File: config.mk
export PLATFORM = sky130hd
export DESIGN_NAME = aes_key_expand_seq
export DESIGN_NICKNAME = d
export VERILOG_FILES = /design/src/rtl/aes_key_expand_seq.sv
export SDC_FILE = /design/constraint.sdc
export NUM_CORES = 2
export LEC_CHECK = 0
export CAP_MARGIN = 20
export CORE_MARGIN = 2
export CORE_UTILIZATION = 55
export CTS_BUF_LIST = sky130_fd_sc_hd__clkbuf_4
export DETAILED_ROUTE_END_ITERATION = 7
export PLACE_DENSITY_LB_ADDON = 0.08
export SLEW_MARGIN = 20
export SYNTH_ARGS = -nofsm -noshare
export SYNTH_HDL_FRONTEND = slang
export SYNTH_HIERARCHICAL = 1
export SYNTH_SLANG_ARGS = --single-unit
File: constraint.sdc
create_clock -name clk -period 21.9 [get_ports clk]
set_input_delay 4.38 -clock clk [delete_from_list [all_inputs] [get_ports clk]]
set_output_delay 4.38 -clock clk [all_outputs]
set_load 0.01 [all_outputs]
File: src/rtl/aes_key_expand_seq.sv
// Sequential AES-128 key schedule: emits round keys 0..10, one per pulse,
// deriving each from the previous via four registered S-box lookups.

module sub_bytes_freq (
  input  logic       clk,
  input  logic       rst,
  input  logic       en,
  input  logic [7:0] din,
  output logic [7:0] dout
);

  localparam logic [7:0] INV_EXP = 8'hfe;

  function automatic logic [7:0] gf_mul(input logic [7:0] a, input logic [7:0] b);
    logic [7:0] p;
    logic [7:0] aa;
    p  = 8'h00;
    aa = a;
    for (int i = 0; i < 8; i++) begin
      if (b[i]) p = p ^ aa;
      aa = {aa[6:0], 1'b0} ^ (aa[7] ? 8'h1b : 8'h00);
    end
    return p;
  endfunction

  // S-box as the GF(2^8) inverse (x^254, which maps 0 to 0) followed by the affine map.
  function automatic logic [7:0] sbox(input logic [7:0] x);
    logic [7:0] inv;
    logic [7:0] sq;
    inv = 8'h01;
    sq  = x;
    for (int i = 0; i < 8; i++) begin
      if (INV_EXP[i]) inv = gf_mul(inv, sq);
      sq = gf_mul(sq, sq);
    end
    return inv ^ {inv[6:0], inv[7]} ^ {inv[5:0], inv[7:6]}
               ^ {inv[4:0], inv[7:5]} ^ {inv[3:0], inv[7:4]} ^ 8'h63;
  endfunction

  always_ff @(posedge clk) begin
    if (!rst) begin
      dout <= 8'h00;
    end else if (en) begin
      dout <= sbox(din);
    end
  end

endmodule

module aes_key_expand_seq (
  input  logic                 clk,
  input  logic                 rst,
  input  logic                 en,
  input  logic                 start,
  input  logic [3:0][3:0][7:0] key_in,
  output logic [3:0][3:0][7:0] round_key,
  output logic [3:0]           rk_round,
  output logic                 rk_valid,
  output logic                 busy,
  output logic                 done
);

  typedef enum logic [1:0] {IDLE, SUB, GEN} state_t;

  state_t               state_reg;
  logic [3:0][3:0][7:0] key_reg;
  logic [3:0]           rnd_reg;
  logic [7:0]           rcon_reg;

  logic [31:0] rot_word;
  logic [31:0] sbox_word;
  logic [31:0] w0_next, w1_next, w2_next, w3_next;
  logic [127:0] key_next;

  // RotWord of w3: bytes {b1,b2,b3,b0}, b0 being the most significant byte.
  assign rot_word = {key_reg[0][2], key_reg[0][1], key_reg[0][0], key_reg[0][3]};

  genvar gi;
  generate
    for (gi = 0; gi < 4; gi++) begin : g_sbox
      sub_bytes_freq u_sbox (
        .clk  (clk),
        .rst  (rst),
        .en   (en),
        .din  (rot_word[gi*8 +: 8]),
        .dout (sbox_word[gi*8 +: 8])
      );
    end
  endgenerate

  assign w0_next  = key_reg[3] ^ sbox_word ^ {rcon_reg, 24'h000000};
  assign w1_next  = key_reg[2] ^ w0_next;
  assign w2_next  = key_reg[1] ^ w1_next;
  assign w3_next  = key_reg[0] ^ w2_next;
  assign key_next = {w0_next, w1_next, w2_next, w3_next};

  function automatic logic [7:0] xtime(input logic [7:0] x);
    return {x[6:0], 1'b0} ^ (x[7] ? 8'h1b : 8'h00);
  endfunction

  always_ff @(posedge clk) begin
    if (!rst) begin
      state_reg <= IDLE;
      key_reg   <= '0;
      rnd_reg   <= 4'd0;
      rcon_reg  <= 8'h00;
      round_key <= '0;
      rk_round  <= 4'd0;
      rk_valid  <= 1'b0;
      busy      <= 1'b0;
      done      <= 1'b0;
    end else if (en) begin
      rk_valid <= 1'b0;
      done     <= 1'b0;
      case (state_reg)
        IDLE: begin
          if (start) begin
            key_reg   <= key_in;
            round_key <= key_in;
            rk_round  <= 4'd0;
            rk_valid  <= 1'b1;
            rnd_reg   <= 4'd1;
            rcon_reg  <= 8'h01;
            busy      <= 1'b1;
            state_reg <= SUB;
          end
        end
        SUB: begin
          state_reg <= GEN;
        end
        GEN: begin
          key_reg   <= key_next;
          round_key <= key_next;
          rk_round  <= rnd_reg;
          rk_valid  <= 1'b1;
          if (rnd_reg == 4'd10) begin
            done      <= 1'b1;
            busy      <= 1'b0;
            state_reg <= IDLE;
          end else begin
            rnd_reg   <= rnd_reg + 4'd1;
            rcon_reg  <= xtime(rcon_reg);
            state_reg <= SUB;
          end
        end
        default: begin
          busy      <= 1'b0;
          state_reg <= IDLE;
        end
      endcase
    end
  end

endmodule
Word level (Yosys, flattened, before mapping)
Cells that the tools add are included.

cells by class
  add/subtract/negate cells = 1
  multipliers = 0
  divide/modulo/power cells = 0
  magnitude comparators = 0
  equal/unequal tests = 6
  shift operators = 0
  mux-type cells = 1,729
  bitwise gates (word level) = 783
  reduce and logical (&&, ||, !) cells = 6

operators with widths
  kind                                           count
  two-way mux 8 bit                              1,318
  bitwise XOR 8 bit                              744
  two-way mux 5 bit                              369
  case mux 128 bit (2 select lines)              1
  bitwise XOR 32 bit                             5
  two-way mux 128 bit                            1
  NOT 1 bit                                      29
  two-way mux 4 bit                              7
  two-way mux 7 bit                              4
  two-way mux 6 bit                              4
  NOT 4 bit                                      4
  case mux 4 bit (2 select lines)                2
  case mux 8 bit (2 select lines)                1
  two-way mux 3 bit                              4
  two-way mux 1 bit                              10
  two-way mux 2 bit                              5
  AND reduction 4 bit                            2
  bitwise XOR 8 x 5 -> 8 bit                     1
  inequality test 2 bit (second input constant)  3
  case mux 2 bit (3 select lines)                1
  adder 4 x 1 -> 4 bit (second input constant)   1
  equality test 4 bit (second input constant)    1
  case mux 1 bit (3 select lines)                1
  AND reduction 3 bit                            1
  other kinds (6)                                6

storage, ports and cells
  register bits after elaboration = 181
  bits in latches = 0
  memory bits (writable) = 0
  memory bits (read-only) = 0
  bits of input ports = 132
  output and inout bits = 135
  word-level logic and storage cells = 2,552
  memories kept = 0

Logic depth before layout (Yosys ltp)
  depth in word-level cells = 253
  gate-level depth with buffers = 67
  depth with buffers taken out = 54

By module
The synthesis kept the hierarchy.

modules (own cells, without submodules)
  module                                 times used  cells each  area each (um^2)  sequential area each (um^2)
  sub_bytes_freq (g_sbox[1].u_sbox ...)  3           1,994       15,603.7          160.2
  sub_bytes_freq (g_sbox[0].u_sbox)      1           2,118       16,037.9          160.2
  aes_key_expand_seq                     1           1,009       8,723.4           2,982.9

Least setup slack after synthesis
No wires, ideal clock.

  kind = register to register
  start point = register key_reg[30] (netlist name)
  end point = register g_sbox[0].u_sbox.dout[5]
  setup time = 116 ps
  arrival time = 15,365 ps
  data required time = 21,784 ps
  path slack = 6,419 ps
  stages on the path, launching flop included = 63
  buffers on the path = 12
  cells stage by stage = dfxtp_1 buf_4 buf_2 xor2_1 xor2_2 inv_1 clkbuf_1 ha_1 clkbuf_1 inv_1 nor2_1 xnor2_1 xnor2_1 inv_2 buf_2 buf_1 ha_1 xor2_1 [... 27 more ...] xnor2_1 mux2_1 xnor3_1 a21oi_1 xnor3_1 xnor2_1 xnor3_4 xnor2_4 xor2_2 xnor2_1 nor2_2 xnor2_2 xnor3_2 xnor2_2 xor3_2 xor3_1 mux2i_1 nor2b_1

between the ends
  cells in the longest elaborated chain, start to end = 250

RTL lines
  element                                                        line    text
  from (decl)                                                    66      logic [3:0][3:0][7:0] key_reg;
  from (signal assigned)                                         118     key_reg <= key_in;
  from (signal assigned)                                         132     key_reg <= key_next;
  bitwise XOR 8 bit / two-way mux 8 bit (equally long branches)  21, 20
  bitwise XOR 8 bit / two-way mux 8 bit (equally long branches)  20, 43
  two-way mux 8 bit (on tied branches)                           20, 41
  two-way mux 8 bit / bitwise XOR 8 bit (equally long branches)  43, 20
  two-way mux 8 bit (on tied branches)                           41, 20
  bitwise XOR 8 bit / two-way mux 8 bit (equally long branches)  20, 43
  two-way mux 8 bit (on tied branches)                           20, 41
  two-way mux 8 bit / bitwise XOR 8 bit (equally long branches)  43, 20
  [... 233 more ...]                                             --
  bitwise XOR 8 bit                                              20      if (b[i]) p = p ^ aa;
  two-way mux 8 bit *                                            20
  two-way mux 8 bit *                                            43      end else if (en) begin
  two-way mux 8 bit *                                            41      if (!rst) begin
  bitwise XOR 8 bit (2 in a row)                                 36      return inv ^ {inv[6:0], inv[7]} ^ {inv[5:0], inv[7:6]}
  bitwise XOR 8 bit                                              37      ^ {inv[4:0], inv[7:5]} ^ {inv[3:0], inv[7:4]} ^ 8'h63;
  bitwise XOR 8 bit *                                            37
  NOT 4 bit (no source line) *                                   --
  to (signal assigned)                                           44      dout <= sbox(din);
  to (decl)                                                      9       output logic [7:0] dout

Every way passes the cells marked *; elsewhere a longest branch is shown, timed or not. The select of a mux whose other input is x is not followed.
A chain may end at the register's enable or synchronous reset.

Worst setup path in the final report
  start point = register key_reg[15] (netlist name)
  end point = register g_sbox[2].u_sbox.dout[3]

between the ends
  cells in the longest elaborated chain, start to end = 251

RTL lines
  element                                                        line
  two-way mux 5 bit / two-way mux 8 bit (equally long branches)  21, 20
  bitwise XOR 8 bit / two-way mux 8 bit (equally long branches)  21, 43
  bitwise XOR 8 bit / two-way mux 8 bit (equally long branches)  20, 41
  two-way mux 8 bit / bitwise XOR 8 bit (equally long branches)  20
  two-way mux 8 bit (on tied branches)                           43, 20
  two-way mux 8 bit (on tied branches)                           41, 43
  bitwise XOR 8 bit / two-way mux 8 bit (equally long branches)  20, 41
  two-way mux 8 bit / bitwise XOR 8 bit (equally long branches)  20
  [... 234 more ...]                                             --
  two-way mux 8 bit                                              41
  bitwise XOR 8 bit                                              20
  two-way mux 8 bit *                                            20
  two-way mux 8 bit *                                            43
  two-way mux 8 bit *                                            41
  bitwise XOR 8 bit (2 in a row)                                 36
  bitwise XOR 8 bit                                              37
  bitwise XOR 8 bit *                                            37
  to (signal assigned)                                           44
  to (decl)                                                      9

Marked as above.

==> impl_metrics.ini <==
[outcome]
status = complete, no violations

[synthesis]
netlist_area_um2 = 71600
synth.distinct_cells = 111
synth_cells = 9109
synth_top_cell_by_area = xnor2_1
syn_avg_cell_area_um2 = 7.86
ys_seq_area_share_pct = 5.06
synthFlopType = dfxtp_1
ys_top_cells_by_area = xnor2_1 (17%), xnor3_1 (13%), nor2_1 (6.1%)
synth-seq-cells = 181
synth.most_common_cell = xnor2_1
synth_edf_count = 0
synth_top_area_share_pct = 16.8
syn_nets = 9271
synth_common_cells = xnor2_1 (1,370), nor2_1 (1,164), nand2_1 (993), a21oi_1 (498), xor2_1 (447)
async_flop_share_pct = 0
synth_warnings = 6

[die]
die_y_um = 365
die_area_um2 = 133000
initial_utilization_pct = 55.3
rows = 132
io-pin-count = 267
fp.dieW_um = 365
core-area_um2 = 129000

[timing]
hold_viol_final = 0
max_freq_ghz = 0.0528
finalMaxSlewViolations = 0
finalSetupTns_ns = 0
relSlewSlack_pct = 20.5
post-route-period-util_pct = 86.5
worst_pin_slew_ns = 1.18
fin_skew_ns = 0.0623
setup_viol = 0
rsz0062_at_grt = false
finalCriticalPeriod_ns = 18.95

[global_route]
antenna_found_initial = 14
grt_util_all_layers_pct = 34.5
overflow = 0
grt_pass1_vias = 62100
grt_max_degree = 80
grt_pass1_wl_um = 367000

[worst_setup_path]
critPathMaxFanout = 25
critical_path_class = reg -> reg
cpMaxStageDelayCell = dfxtp_1
end_kind = flip-flop
critPathMostFrequentCell = xnor3_1
start_kind = flip-flop
crit_required_ns = 22.72
crit_arrival_ns = 19.77
slowest_delay_ns = 1.01

[clock_tree]
cts_tree = built
htreeDepth = 4
root_buffer = clkbuf_4
cts_resized = 0
clock-sinks = 181
clkTransAtPathRegs_ns = 0.17
postCtsSetupBuffers = 0
cts_hold_buffers = 0
clock_latency_ns = 0.94
ctsLongestPathBuffers = 2
cts-buffers-inserted = 17

[routing]
via_per_inst = 6.23
drc = 0
wirelength_um = 237000
dr.pass1.iters = 6
wl_met3_um = 21500
top_layer_used = met5
drtIter0Drc = 6881
ant_nets = 0
dr_wl_met2_um = 105000
via_count = 67200
wl_per_cell_um = 22.0
met1_length_um = 104000

[finish]
final_layout_size_suffix_gt1_share_pct = 9.59
area_growth_pct = 6.26
multi_input_area_um2 = 64700
final-seq-area_um2 = 3630
nNetsFinal = 9169
largest_register_ffs = 128
fillers = 12000

[placement]
numPortBuffers = 266
gp_congestion = 0.998
hpwlAfterDp_um = 174000

[hold_path]
hp-class = reg -> reg

[job]
drv_cap = 0
per-layer routing:
| metal | track usage (%) | up-vias |
|---|---|---|
| met2 | 53.6 | 2880 |
| met3 | 6.36 | 353 |
| met1 | 48.6 | 32300 |
| li1 | - | 31600 |
| met4 | 10.1 | 12 |
| met5 | 0 | - |
worst paths after layout:
check                           startpoint                                    end  slack [ns]  cells after the start
setup reg to reg  key_reg[15]$_SDFFE_PN0P_  g_sbox[2].u_sbox/dout[3]$_SDFFE_PN0P_        2.95                     53
setup / recovery  key_reg[15]$_SDFFE_PN0P_  g_sbox[2].u_sbox/dout[3]$_SDFFE_PN0P_        2.95                     53
hold reg to reg   rk_round[0]$_SDFFE_PN0P_               rk_round[0]$_SDFFE_PN0P_        0.48                      2
hold / removal    rk_round[0]$_SDFFE_PN0P_               rk_round[0]$_SDFFE_PN0P_        0.48                      2
cells in the final DEF, fill, tap and decap left out, types with 32 or more instances in the layout:
cell type,n
nor3_1,255
xor3_1,48
xor2_2,68
o21ai_0,294
xnor3_2,54
a21oi_1,498
and2_1,73
a22oi_1,72
nand4_1,32
nor2_1,1164
xor2_1,433
dfxtp_1,180
o21a_1,37
nand2_1,993
nand3_1,194
o31ai_1,39
xnor2_2,169
mux2_2,37
xnor2_4,37
o22ai_1,125
and3_1,52
nand2b_1,74
nor2b_1,109
xnor3_1,426
or3_1,74
clkdlybuf4s50_1,263
a31oi_1,99
buf_4,264
a211oi_1,82
o211ai_1,106
o221a_2,37
xnor2_1,1316
inv_1,124
o221ai_1,49
mux2i_1,334
o32ai_1,40
a32oi_1,34
o21ai_1,44
metrics by stage:
stage / std cells / setup slack [ns] / utilization [%] / instance area, um^2 / hold WS (ns)
floorplan: 9109 / 6.42 / - / 71600 / 0.471
global placement: 10700 / 3.44 / 58.5 / 75600 / 0.448
detailed placement: 10700 / 3.34 / 58.5 / 75600 / 0.452
CTS: 10800 / 3.24 / 58.7 / 76000 / 0.474
global route: 10800 / 1.80 / 58.8 / 76100 / 0.492
finish: 10800 / 2.95 / 58.8 / 76100 / 0.476
layout make-up:
cell class	count	share of cell area, %
well taps	1742	2.87
clock buffers	18	0.178
clock inverters	14	0.224
repair buffers	529	6.09
multi-input cells	8131	85.1
diodes	12	0.0395
inverters	147	0.729
flip-flops and latches	181	4.77
critical path: cells and delay by family, from the launching register on:
family / cells / cell delay [ns]
AOI/OAI and AO/OA: 9 / 2.15
xor gates and xnor gates: 19 / 8.41
buffers and inverters: 4 / 1.16
and+or+nand+nor: 15 / 3.98
muxes: 3 / 0.71
DFF: 1 / 1.01
adders and majority gates: 3 / 1.42
kinds of logic after synthesis:
logic type,after synthesis,synth area share [%]
AO/OA/AOI/OAI,1922,18.3
XOR/XNOR,2574,45.2
adder cells (fa/ha/maj),30,0.524
buffers and inverters,797,5.28
flip-flops,181,5.06
multiplexers,384,5.50
AND/OR/NAND/NOR,3221,20.1
Power is not shown: default switching activity piles up to over one toggle a cycle in this logic, so the estimate is an artifact.
